File: src/rtl/uart_boot_sequencer_pkg.sv
// Shared types and constants for the UART boot sequencer.
package uart_boot_sequencer_pkg;

    typedef enum logic [2:0] {
        IDLE  = 3'd0,
        LOAD  = 3'd1,
        WRITE = 3'd2,
        CHECK = 3'd3,
        RUN   = 3'd4,
        ERROR = 3'd5
    } state_t;

    localparam int BYTES_PER_WORD       = 4;
    localparam int IDX_W                = $clog2(BYTES_PER_WORD);
    localparam int DEFAULT_CELL_NUMBERS = 64;
    localparam int DEFAULT_ADDR_W       = 8;

endpackage

File: src/rtl/uart_boot_sequencer_if.sv
// UART byte stream in, instruction-memory write port and core control out.
interface uart_boot_sequencer_if #(
    parameter int ADDR_W = 8
);
    logic              rx_valid;
    logic [7:0]        rx_data;
    logic              imem_we;
    logic [ADDR_W-1:0] imem_addr;
    logic [31:0]       imem_wdata;
    logic              core_rst;
    logic              cpu_run;
    logic              load_err;
    logic [ADDR_W:0]   word_cnt;

    modport master (
        output rx_valid, rx_data,
        input  imem_we, imem_addr, imem_wdata, core_rst, cpu_run, load_err, word_cnt
    );

    modport slave (
        input  rx_valid, rx_data,
        output imem_we, imem_addr, imem_wdata, core_rst, cpu_run, load_err, word_cnt
    );
endinterface

File: src/rtl/uart_boot_sequencer_word_packer.sv
// Packs UART bytes into 32-bit little-endian words; word_ready fires combinationally with the 4th byte.
module uart_word_packer
    import uart_boot_sequencer_pkg::*;
(
    input  logic        clk,
    input  logic        rst,
    input  logic        en,
    input  logic        byte_valid,
    input  logic [7:0]  byte_data,
    output logic        word_ready,
    output logic [31:0] word
);

    localparam logic [IDX_W-1:0] LAST_IDX = IDX_W'(BYTES_PER_WORD - 1);

    logic [IDX_W-1:0] idx;
    logic [23:0]      low_bytes;

    always_ff @(posedge clk or negedge rst) begin
        if (!rst) begin
            idx       <= '0;
            low_bytes <= '0;
        end else if (en && byte_valid) begin
            if (idx == LAST_IDX) begin
                idx <= '0;
            end else begin
                idx <= idx + IDX_W'(1);
                case (idx)
                    2'd0:    low_bytes[7:0]   <= byte_data;
                    2'd1:    low_bytes[15:8]  <= byte_data;
                    default: low_bytes[23:16] <= byte_data;
                endcase
            end
        end
    end

    // Top byte bypasses the register so the write can start the next cycle.
    assign word_ready = en && byte_valid && (idx == LAST_IDX);
    assign word       = {byte_data, low_bytes};

endmodule

File: src/rtl/uart_boot_sequencer.sv
// Loads CELL_NUMBERS words from UART into instruction memory, then releases the CPU core.
// Optional trailing XOR checksum byte enabled by `define UART_BOOT_CHECKSUM_EN.
module uart_boot_sequencer
    import uart_boot_sequencer_pkg::*;
#(
    parameter int CELL_NUMBERS = DEFAULT_CELL_NUMBERS,
    parameter int ADDR_W       = DEFAULT_ADDR_W
) (
    input  logic                  clk,
    input  logic                  rst,
    uart_boot_sequencer_if.slave  bus
);

    localparam logic [ADDR_W:0] LAST_CNT = (ADDR_W+1)'(CELL_NUMBERS - 1);

    state_t            state;
    logic              imem_we_q;
    logic [ADDR_W-1:0] imem_addr_q;
    logic [31:0]       imem_wdata_q;
    logic              core_rst_q;
    logic              cpu_run_q;
    logic [ADDR_W:0]   word_cnt_q;

    logic              packer_en;
    logic              word_ready;
    logic [31:0]       word;

    assign packer_en = (state == IDLE) || (state == LOAD) || (state == WRITE);

    uart_word_packer u_packer (
        .clk        (clk),
        .rst        (rst),
        .en         (packer_en),
        .byte_valid (bus.rx_valid),
        .byte_data  (bus.rx_data),
        .word_ready (word_ready),
        .word       (word)
    );

`ifdef UART_BOOT_CHECKSUM_EN
    logic [7:0] csum;
    logic       load_err_q;

    always_ff @(posedge clk or negedge rst) begin
        if (!rst) begin
            csum <= '0;
        end else if (packer_en && bus.rx_valid) begin
            csum <= csum ^ bus.rx_data;
        end
    end

    assign bus.load_err = load_err_q;
`else
    assign bus.load_err = 1'b0;
`endif

    always_ff @(posedge clk or negedge rst) begin
        if (!rst) begin
            state        <= IDLE;
            imem_we_q    <= 1'b0;
            imem_addr_q  <= '0;
            imem_wdata_q <= '0;
            core_rst_q   <= 1'b1;
            cpu_run_q    <= 1'b0;
            word_cnt_q   <= '0;
`ifdef UART_BOOT_CHECKSUM_EN
            load_err_q   <= 1'b0;
`endif
        end else begin
            imem_we_q <= 1'b0;
            case (state)
                IDLE: begin
                    if (bus.rx_valid) state <= LOAD;
                end
                LOAD: begin
                    if (word_ready) begin
                        imem_we_q    <= 1'b1;
                        imem_addr_q  <= word_cnt_q[ADDR_W-1:0];
                        imem_wdata_q <= word;
                        state        <= WRITE;
                    end
                end
                WRITE: begin
                    word_cnt_q <= word_cnt_q + (ADDR_W+1)'(1);
                    if (word_cnt_q == LAST_CNT) begin
`ifdef UART_BOOT_CHECKSUM_EN
                        state <= CHECK;
`else
                        state      <= RUN;
                        core_rst_q <= 1'b0;
                        cpu_run_q  <= 1'b1;
`endif
                    end else begin
                        state <= LOAD;
                    end
                end
`ifdef UART_BOOT_CHECKSUM_EN
                CHECK: begin
                    if (bus.rx_valid) begin
                        if (bus.rx_data == csum) begin
                            state      <= RUN;
                            core_rst_q <= 1'b0;
                            cpu_run_q  <= 1'b1;
                        end else begin
                            state      <= ERROR;
                            load_err_q <= 1'b1;
                        end
                    end
                end
`endif
                RUN, ERROR: state <= state;
                default:    state <= IDLE;
            endcase
        end
    end

    assign bus.imem_we    = imem_we_q;
    assign bus.imem_addr  = imem_addr_q;
    assign bus.imem_wdata = imem_wdata_q;
    assign bus.core_rst   = core_rst_q;
    assign bus.cpu_run    = cpu_run_q;
    assign bus.word_cnt   = word_cnt_q;

endmodule
File: src/flat_wrapper.sv
// flat-port wrapper written by rule: the top's interface ports become plain ports
module uart_boot_sequencer_flat import uart_boot_sequencer_pkg::*;
#(
    parameter int CELL_NUMBERS = DEFAULT_CELL_NUMBERS,
    parameter int ADDR_W       = DEFAULT_ADDR_W
)
  (clk, rst, bus_rx_valid, bus_rx_data, bus_imem_we, bus_imem_addr, bus_imem_wdata, bus_core_rst, bus_cpu_run, bus_load_err, bus_word_cnt);
  uart_boot_sequencer_if #(.ADDR_W(ADDR_W)) bus_i ();
  input  logic clk;
  input  logic rst;
  input wire logic [$bits(bus_i.rx_valid)-1:0] bus_rx_valid;
  input wire logic [$bits(bus_i.rx_data)-1:0] bus_rx_data;
  output wire logic [$bits(bus_i.imem_we)-1:0] bus_imem_we;
  output wire logic [$bits(bus_i.imem_addr)-1:0] bus_imem_addr;
  output wire logic [$bits(bus_i.imem_wdata)-1:0] bus_imem_wdata;
  output wire logic [$bits(bus_i.core_rst)-1:0] bus_core_rst;
  output wire logic [$bits(bus_i.cpu_run)-1:0] bus_cpu_run;
  output wire logic [$bits(bus_i.load_err)-1:0] bus_load_err;
  output wire logic [$bits(bus_i.word_cnt)-1:0] bus_word_cnt;
  assign bus_i.rx_valid = bus_rx_valid;
  assign bus_i.rx_data = bus_rx_data;
  assign bus_imem_we = bus_i.imem_we;
  assign bus_imem_addr = bus_i.imem_addr;
  assign bus_imem_wdata = bus_i.imem_wdata;
  assign bus_core_rst = bus_i.core_rst;
  assign bus_cpu_run = bus_i.cpu_run;
  assign bus_load_err = bus_i.load_err;
  assign bus_word_cnt = bus_i.word_cnt;
  uart_boot_sequencer #(.CELL_NUMBERS(CELL_NUMBERS), .ADDR_W(ADDR_W)) u_core (.clk(clk), .rst(rst), .bus(bus_i));
endmodule
File: config.mk
export PLATFORM = sky130hd
export DESIGN_NAME = uart_boot_sequencer_flat
export DESIGN_NICKNAME = d
export VERILOG_FILES = /design/src/rtl/uart_boot_sequencer_pkg.sv /design/src/rtl/uart_boot_sequencer_if.sv /design/src/rtl/uart_boot_sequencer_word_packer.sv /design/src/rtl/uart_boot_sequencer.sv /design/src/flat_wrapper.sv
export SDC_FILE = /design/constraint.sdc
export NUM_CORES = 1
export LEC_CHECK = 0
export CAP_MARGIN = 10
export CORE_UTILIZATION = 55
export CTS_CLUSTER_DIAMETER = 30
export DETAILED_ROUTE_END_ITERATION = 10
export PLACE_DENSITY = 0.84
export RECOVER_POWER = 25
export SETUP_SLACK_MARGIN = 0.05
export SLEW_MARGIN = 20
export SYNTH_ARGS = -nofsm -noshare
export SYNTH_HDL_FRONTEND = slang
export SYNTH_SLANG_ARGS = --single-unit
File: constraint.sdc
create_clock -name clk -period 4.3 [get_ports clk]
set_clock_uncertainty 0.05 [all_clocks]
set_input_delay 1.075 -clock clk [delete_from_list [all_inputs] [get_ports clk]]
set_output_delay 1.075 -clock clk [all_outputs]
set_load 0.01 [all_outputs]
==> results of run 1 <==
kinds of logic after synthesis:
| family | after synthesis |
|---|---|
| xor gates and xnor gates | 8 |
| DFF | 81 |
| buffers and inverters | 9 |
| other | 1 |
| and+or+nand+nor | 29 |
| AOI/OAI and AO/OA | 2 |
| adders and majority gates | 5 |
| muxes | 68 |
stage by stage:
stage                     cells  power [mW]  utilization (%)  hold slack [ns]
after floorplan             203        1.79                -            0.409
after global placement      332        2.23             69.7            0.402
after detailed placement    332        2.28             69.7            0.412
after CTS                   346        2.81             73.0            0.434
after global routing        346        2.94             72.9            0.467
final                       346        2.78             72.9            0.440
layer usage:
| metal | vias to the layer above | wire length [um] |
|---|---|---|
| met5 | - | 0 |
| met4 | 0 | 61 |
| met3 | 6 | 166 |
| met2 | 34 | 2750 |
| met1 | 932 | 2550 |
| li1 | 853 | - |
area by class of cell:
cell class / instances / area (sq um)
timing repair buffer: 63 / 636
fill: 378 / 1510
sequential: 81 / 2030
multi-input combinational: 113 / 1110
clock inverter: 3 / 42.5
tap: 72 / 90.1
inverter: 3 / 11.3
clock buffer: 11 / 141
registers in the layout, summed over array words and instances, names as in the netlist:
register,flops
u_core.u_packer.low_bytes,24
u_core.bus.word_cnt,9
u_core.u_packer.idx,2
u_core.bus.imem_addr,8
u_core.state,3
u_core.bus.core_rst,1
u_core.bus.cpu_run,1
u_core.bus.imem_wdata,32
u_core.bus.imem_we,1
power groups by stage:
stage / Sequential [mW] / Clock, mW / Combinational (mW)
after detailed placement: 1.27 / 0 / 1.01
after floorplan: 1.31 / 0 / 0.472
after global placement: 1.26 / 0 / 0.974
final: 1.26 / 0.525 / 1.00
after CTS: 1.26 / 0.535 / 1.02
after global routing: 1.30 / 0.566 / 1.08
layout by cell type, fill, tap and decap left out, types with 2 or more instances in the layout:
master / synthesis / final
nand2_1: 7 / 7
and2_1: 2 / 2
clkdlybuf4s50_1: 0 / 61
inv_1: 3 / 3
nand3_1: 3 / 3
xor2_1: 3 / 3
nor3_1: 2 / 2
xnor2_1: 5 / 5
mux2_2: 66 / 66
dfrtp_1: 80 / 80
clkbuf_8: 0 / 10
ha_1: 5 / 5
nand4b_2: 2 / 2
nand4_1: 4 / 4
how the worst min path moves through the flow:
stage | endpoint | depth (start not counted) | slack (ns) | start
6_report | u_core.bus.cpu_run$_DFFE_PN0P_ | 1 | 0.44 | u_core.bus.cpu_run$_DFFE_PN0P_
5_1_grt | u_core.u_packer.low_bytes[5]$_DFFE_PN0P_ | 1 | 0.47 | u_core.u_packer.low_bytes[5]$_DFFE_PN0P_
2_1_floorplan | u_core.bus.imem_wdata[18]$_DFFE_PN0P_ | 1 | 0.41 | u_core.u_packer.low_bytes[18]$_DFFE_PN0P_
3_5_place_dp | u_core.bus.cpu_run$_DFFE_PN0P_ | 1 | 0.41 | u_core.bus.cpu_run$_DFFE_PN0P_
4_1_cts | u_core.bus.cpu_run$_DFFE_PN0P_ | 1 | 0.43 | u_core.bus.cpu_run$_DFFE_PN0P_
3_3_place_gp | u_core.bus.cpu_run$_DFFE_PN0P_ | 1 | 0.40 | u_core.bus.cpu_run$_DFFE_PN0P_
critical path, cell delays in order:
cell             delay (ns)
clkdlybuf4s50_1        0.47
nor2b_1                0.47
nor3b_4                0.48
buf_12                 0.28
mux2_2                 0.36
==> impl_metrics.yaml, run 1 <==
run_status:
  status: "complete, but fails checks"
  violations: "max-capacitance violations, max-slew violations"
yosys:
  avgSynthCellArea_sq_um: 15.8
  synth.area.top_cells: "dfrtp_1 (62%), mux2_2 (23%), ha_1 (1.9%)"
  synth_nets: 219
  yosysSeqAreaShare_pct: 63.1
  synth.most_common_cell: "dfrtp_1"
  synth_ff_type: "dfrtp_1"
  netlist_instances: 203
  netlist_area_sq_mm: 0.00321
  synth_mux_area_share_pct: 23.8
  synth_simple_gate_area_share_pct: 6.23
  synth-edff-count: 0
  synth_top_area_share_pct: 62.3
  ys_warn_count: 0
  synthTopCellsByCount: "dfrtp_1 (80), mux2_2 (66), nand2_1 (7)"
  async_flop_share_pct: 100
  synthAdderAreaFrac_pct: 1.95
  synth_top_family_by_area: "multiplexers"
  synth-seq-cells: 81
  synth_top_area_cell: "dfrtp_1"
  synth_compound_area_share_pct: 0.428
  yosysUniqueCellTypes: 29
  synth_xor_area_share_pct: 2.18
grt:
  busiest_layer: "met2"
  overflow: 0
  grt_first_pass_wirelength_mm: 9.35
  antenna_found_initial: 0
  use_met1_pct: 27.1
  grt_usage_pct: 20.3
  met2_usage_pct: 32.1
  grt_pass1_vias: 1870
  grt_start_max_net_pins: 82
  met3_usage_pct: 3.95
final_layout:
  fin_nets: 287
  syn_to_final_growth_pct: 26.4
  drive_above_1_share_pct: 31.4
  diodes: 0
  final_area_sq_mm: 0.00406
pwr:
  switching_power_uw: 793
  internal-power_mw: 1.99
  pwr-share-seq_pct: 45.2
  pwr-share-comb_pct: 36.0
  ir_worst_vdd_mv: 0.394
  p_clk_share_pct: 18.9
  swShare_pct: 28.5
  power_density_mw_per_mm2: 685
  p_leak_nw: 1.76
clocking:
  tritoncts: "done"
  cts_hold_buffers: 0
  cts_htree_levels: 3
  cts_sinks: 81
  cts-buffers-inserted: 9
  cts_resized: 0
  clock_latency_ns: 0.34
  cts_setup_buffers: 0
  clk_transition_reported_paths_ns: 0.08
  ctsRootBufferMaster: "clkbuf_8"
  clk_path_buf_depth: 2
timing:
  relSlewSlack_pct: -29.7
  max_freq_mhz: 335
  fin_setup_tns_ns: 0
  worst_slack_ns: 1.32
  hold_viol: 0
  worstMarginPinSlew_ns: 1.95
  drv_slew: 82
  min_period_ns: 2.98
  rsz0062_at_grt: "no"
  finalSetupViolCount: 0
  fin_crit_sh_pct: 69.4
placement:
  placed_cell_area_sq_mm: 0.00388
  routabilityCongestion: 0.746
  hpwl_mm: 3.57
  place_ws_ns: 0.980
  port_buffers: 62
floorplanning:
  start_util_pct: 57.7
  io_pins: 64
  die_h_um: 78.4
  core-area_sq_mm: 0.00557
  die-area_sq_mm: 0.00615
  num_rows: 27
  die_w_um: 78.4
routing:
  vias_per_cell: 5.27
  drtIter0Drc: 77
  wire_per_inst_um: 16.0
  wl_mm: 5.52
  firstDrtPassIters: 4
  route.detailed.drc: 0
  vias: 1825
  ant_nets: 0
hold_path:
  hold_class: "register to register"
worst_setup_path:
  critical_path_class: "input port to register"
  endpoint_kind: "register"
  crit_path_start_kind: "input port"
  r2r_end: "u_core.bus.imem_wdata[1]$_DFFE_PN0P_"
  required_ns: 4.47
  startpoint: "bus_rx_valid"
  crit_end: "u_core.bus.imem_wdata[1]$_DFFE_PN0P_"
  r2r_setup_slack_ns: 2.12
  rr_worst_depth: 4
  r2r-start: "u_core.state[2]$_DFFE_PN0P_"
  critPathMaxFanout: 36
  cp.arrival_ns: 3.15
job:
  maxCapViolations: 1
(Power assumes the default switching activity.)
==> inputs of run 2 (changes only) <==
- CORE_UTILIZATION: 55 -> 51
- PLACE_DENSITY: 0.84 -> 0.79
- clock period: 4.3 -> 2.9 ns (I/O delays scaled with it)
==> impl_metrics.yaml, run 2 (synthesis gave the netlist of run 1 again) <==
run_status:
  status: "complete, no violations"
placement:
  placed_cell_area_sq_mm: 0.00392
  hpwl_mm: 3.63
  routabilityCongestion: 0.770
  dp.cells: 338
  port_buffers: 62
clocking:
  clk_transition_reported_paths_ns: 0.08
  cts_setup_buffers: 0
  cts_resized: 0
  clk_path_buf_depth: 2
  clock_latency_ns: 0.34
  ctsRootBufferMaster: "clkbuf_8"
  cts_hold_buffers: 0
  cts-buffers-inserted: 9
  cts_sinks: 81
  tritoncts: "done"
  cts_htree_levels: 3
worst_setup_path:
  path_delay_family: "buffers and inverters"
  crit_path_start_kind: "register"
  critPathMaxFanout: 8
  crit_chain: "clkdlybuf4s50_1"
  required_ns: 2.12
  cp_slowest_cell: "clkdlybuf4s50_1"
  endpoint_kind: "output pin"
  cp_num_buf_inv: 1
  critical_path_class: "register to output pin"
  cp.arrival_ns: 1.41
  slowest_delay_ns: 0.59
final_layout:
  fillers: 414
  fin_nets: 290
  syn_to_final_growth_pct: 28.3
  mostFrequentLayoutCells: "dfrtp_1 (80), mux2_2 (66), clkdlybuf4s50_1 (61)"
  final_cells: 354
  final_common_cell: "dfrtp_1"
  utilization_pct: 68.8
  diodes: 0
  largest_register_ffs: 32
  drive_above_1_share_pct: 32.6
  final_area_sq_mm: 0.00412
floorplanning:
  num_rows: 28
  io_pins: 64
  die-area_sq_mm: 0.00662
  start_util_pct: 53.7
  die_w_um: 81.4
  core-area_sq_mm: 0.00599
  die_h_um: 81.4
timing:
  min_period_ns: 2.19
  rsz0062_at_grt: "no"
  worstMarginPinSlew_ns: 1.09
  relSlewSlack_pct: 27.4
  finalSetupViolCount: 0
  drv_slew: 0
  max_freq_mhz: 457
  hold_viol: 0
  fin_setup_tns_ns: 0
  fin_crit_sh_pct: 75.4
routing:
  vias: 1817
  vias_per_cell: 5.13
  ant_nets: 0
  wire_per_inst_um: 15.2
  drtIter0Drc: 114
  route.detailed.drc: 0
  firstDrtPassIters: 4
  wl_mm: 5.38
grt:
  grt_start_max_net_pins: 47
  overflow: 0
  grt_first_pass_wirelength_mm: 8.89
  grt_pass1_vias: 1774
  grt_usage_pct: 18.7
  antenna_found_initial: 0
pwr:
  pwr-share-comb_pct: 34.9
  total_power_mw: 4.22
  p_leak_nw: 1.79
  swShare_pct: 28.2
  p_clk_share_pct: 21.1
  switching_power_mw: 1.19
  pwr-share-seq_pct: 44.0
  internal-power_mw: 3.03
  power_density_mw_per_mm2: 1020
  ir_worst_vdd_mv: 0.838
hold_path:
  hold_class: "register to register"
job:
  maxCapViolations: 0
run 2: cell type report:
class | count | area [sq um] | share of cell area (%)
clock buffer | 10 | 128 | 3.10
clock inverter | 6 | 91.3 | 2.22
sequential | 81 | 2030 | 49.2
inverter | 3 | 11.3 | 0.273
multi-input combinational | 113 | 1110 | 27.0
tap | 75 | 93.8 | 2.28
timing repair buffer | 66 | 656 | 15.9
run 2: worst paths after layout:
kind,cells past startpoint,endpoint,startpoint,slack [ns]
worst max-delay path,1,bus_word_cnt[4],u_core.bus.word_cnt[4]$_DFFE_PN0N_,0.71
worst min-delay path,1,u_core.bus.cpu_run$_DFFE_PN0P_,u_core.bus.cpu_run$_DFFE_PN0P_,0.43
worst max register to register,5,u_core.bus.imem_wdata[20]$_DFFE_PN0P_,u_core.u_packer.idx[0]$_DFFE_PN0N_,1.11
worst min register to register,1,u_core.bus.cpu_run$_DFFE_PN0P_,u_core.bus.cpu_run$_DFFE_PN0P_,0.43
max in group asynchronous,2,u_core.bus.imem_addr[4]$_DFFE_PN0P_,rst,0.83
min in group asynchronous,1,u_core.bus.cpu_run$_DFFE_PN0P_,rst,0.52
run 2: power groups by stage:
stage | combinational [mW] | sequential (mW) | clock, mW
global route | 1.60 | 1.93 | 0.966
floorplan | 0.700 | 1.95 | 0
detailed placement | 1.50 | 1.88 | 0
finish | 1.47 | 1.86 | 0.890
CTS | 1.50 | 1.86 | 0.915
global placement | 1.46 | 1.86 | 0
run 2: worst reg2reg max path, stage by stage, from the launching register on:
cell and delay, ns:
dfrtp_1 0.41, ha_1 0.22, nand2_1 0.13, nor3b_4 0.27, buf_12 0.24, mux2_2 0.37
run 2: metal layers:
layer  part of all wire (%)  track usage [%]  wire length, um  vias up
met5                      0                0                0        -
met4                    1.3             7.50               70        0
met3                    4.0             6.29              216        4
met2                     47             26.3             2530       36
met1                     48             26.5             2560      914
li1                       -                -                -      863
run 2: per-stage QoR:
step | setup slack [ns] | hold WS (ns)
finish | 0.712 | 0.428
global route | 0.453 | 0.456
CTS | 0.685 | 0.331
detailed placement | 0.426 | 0.412
global placement | 0.459 | 0.401
floorplan | 0.933 | 0.379
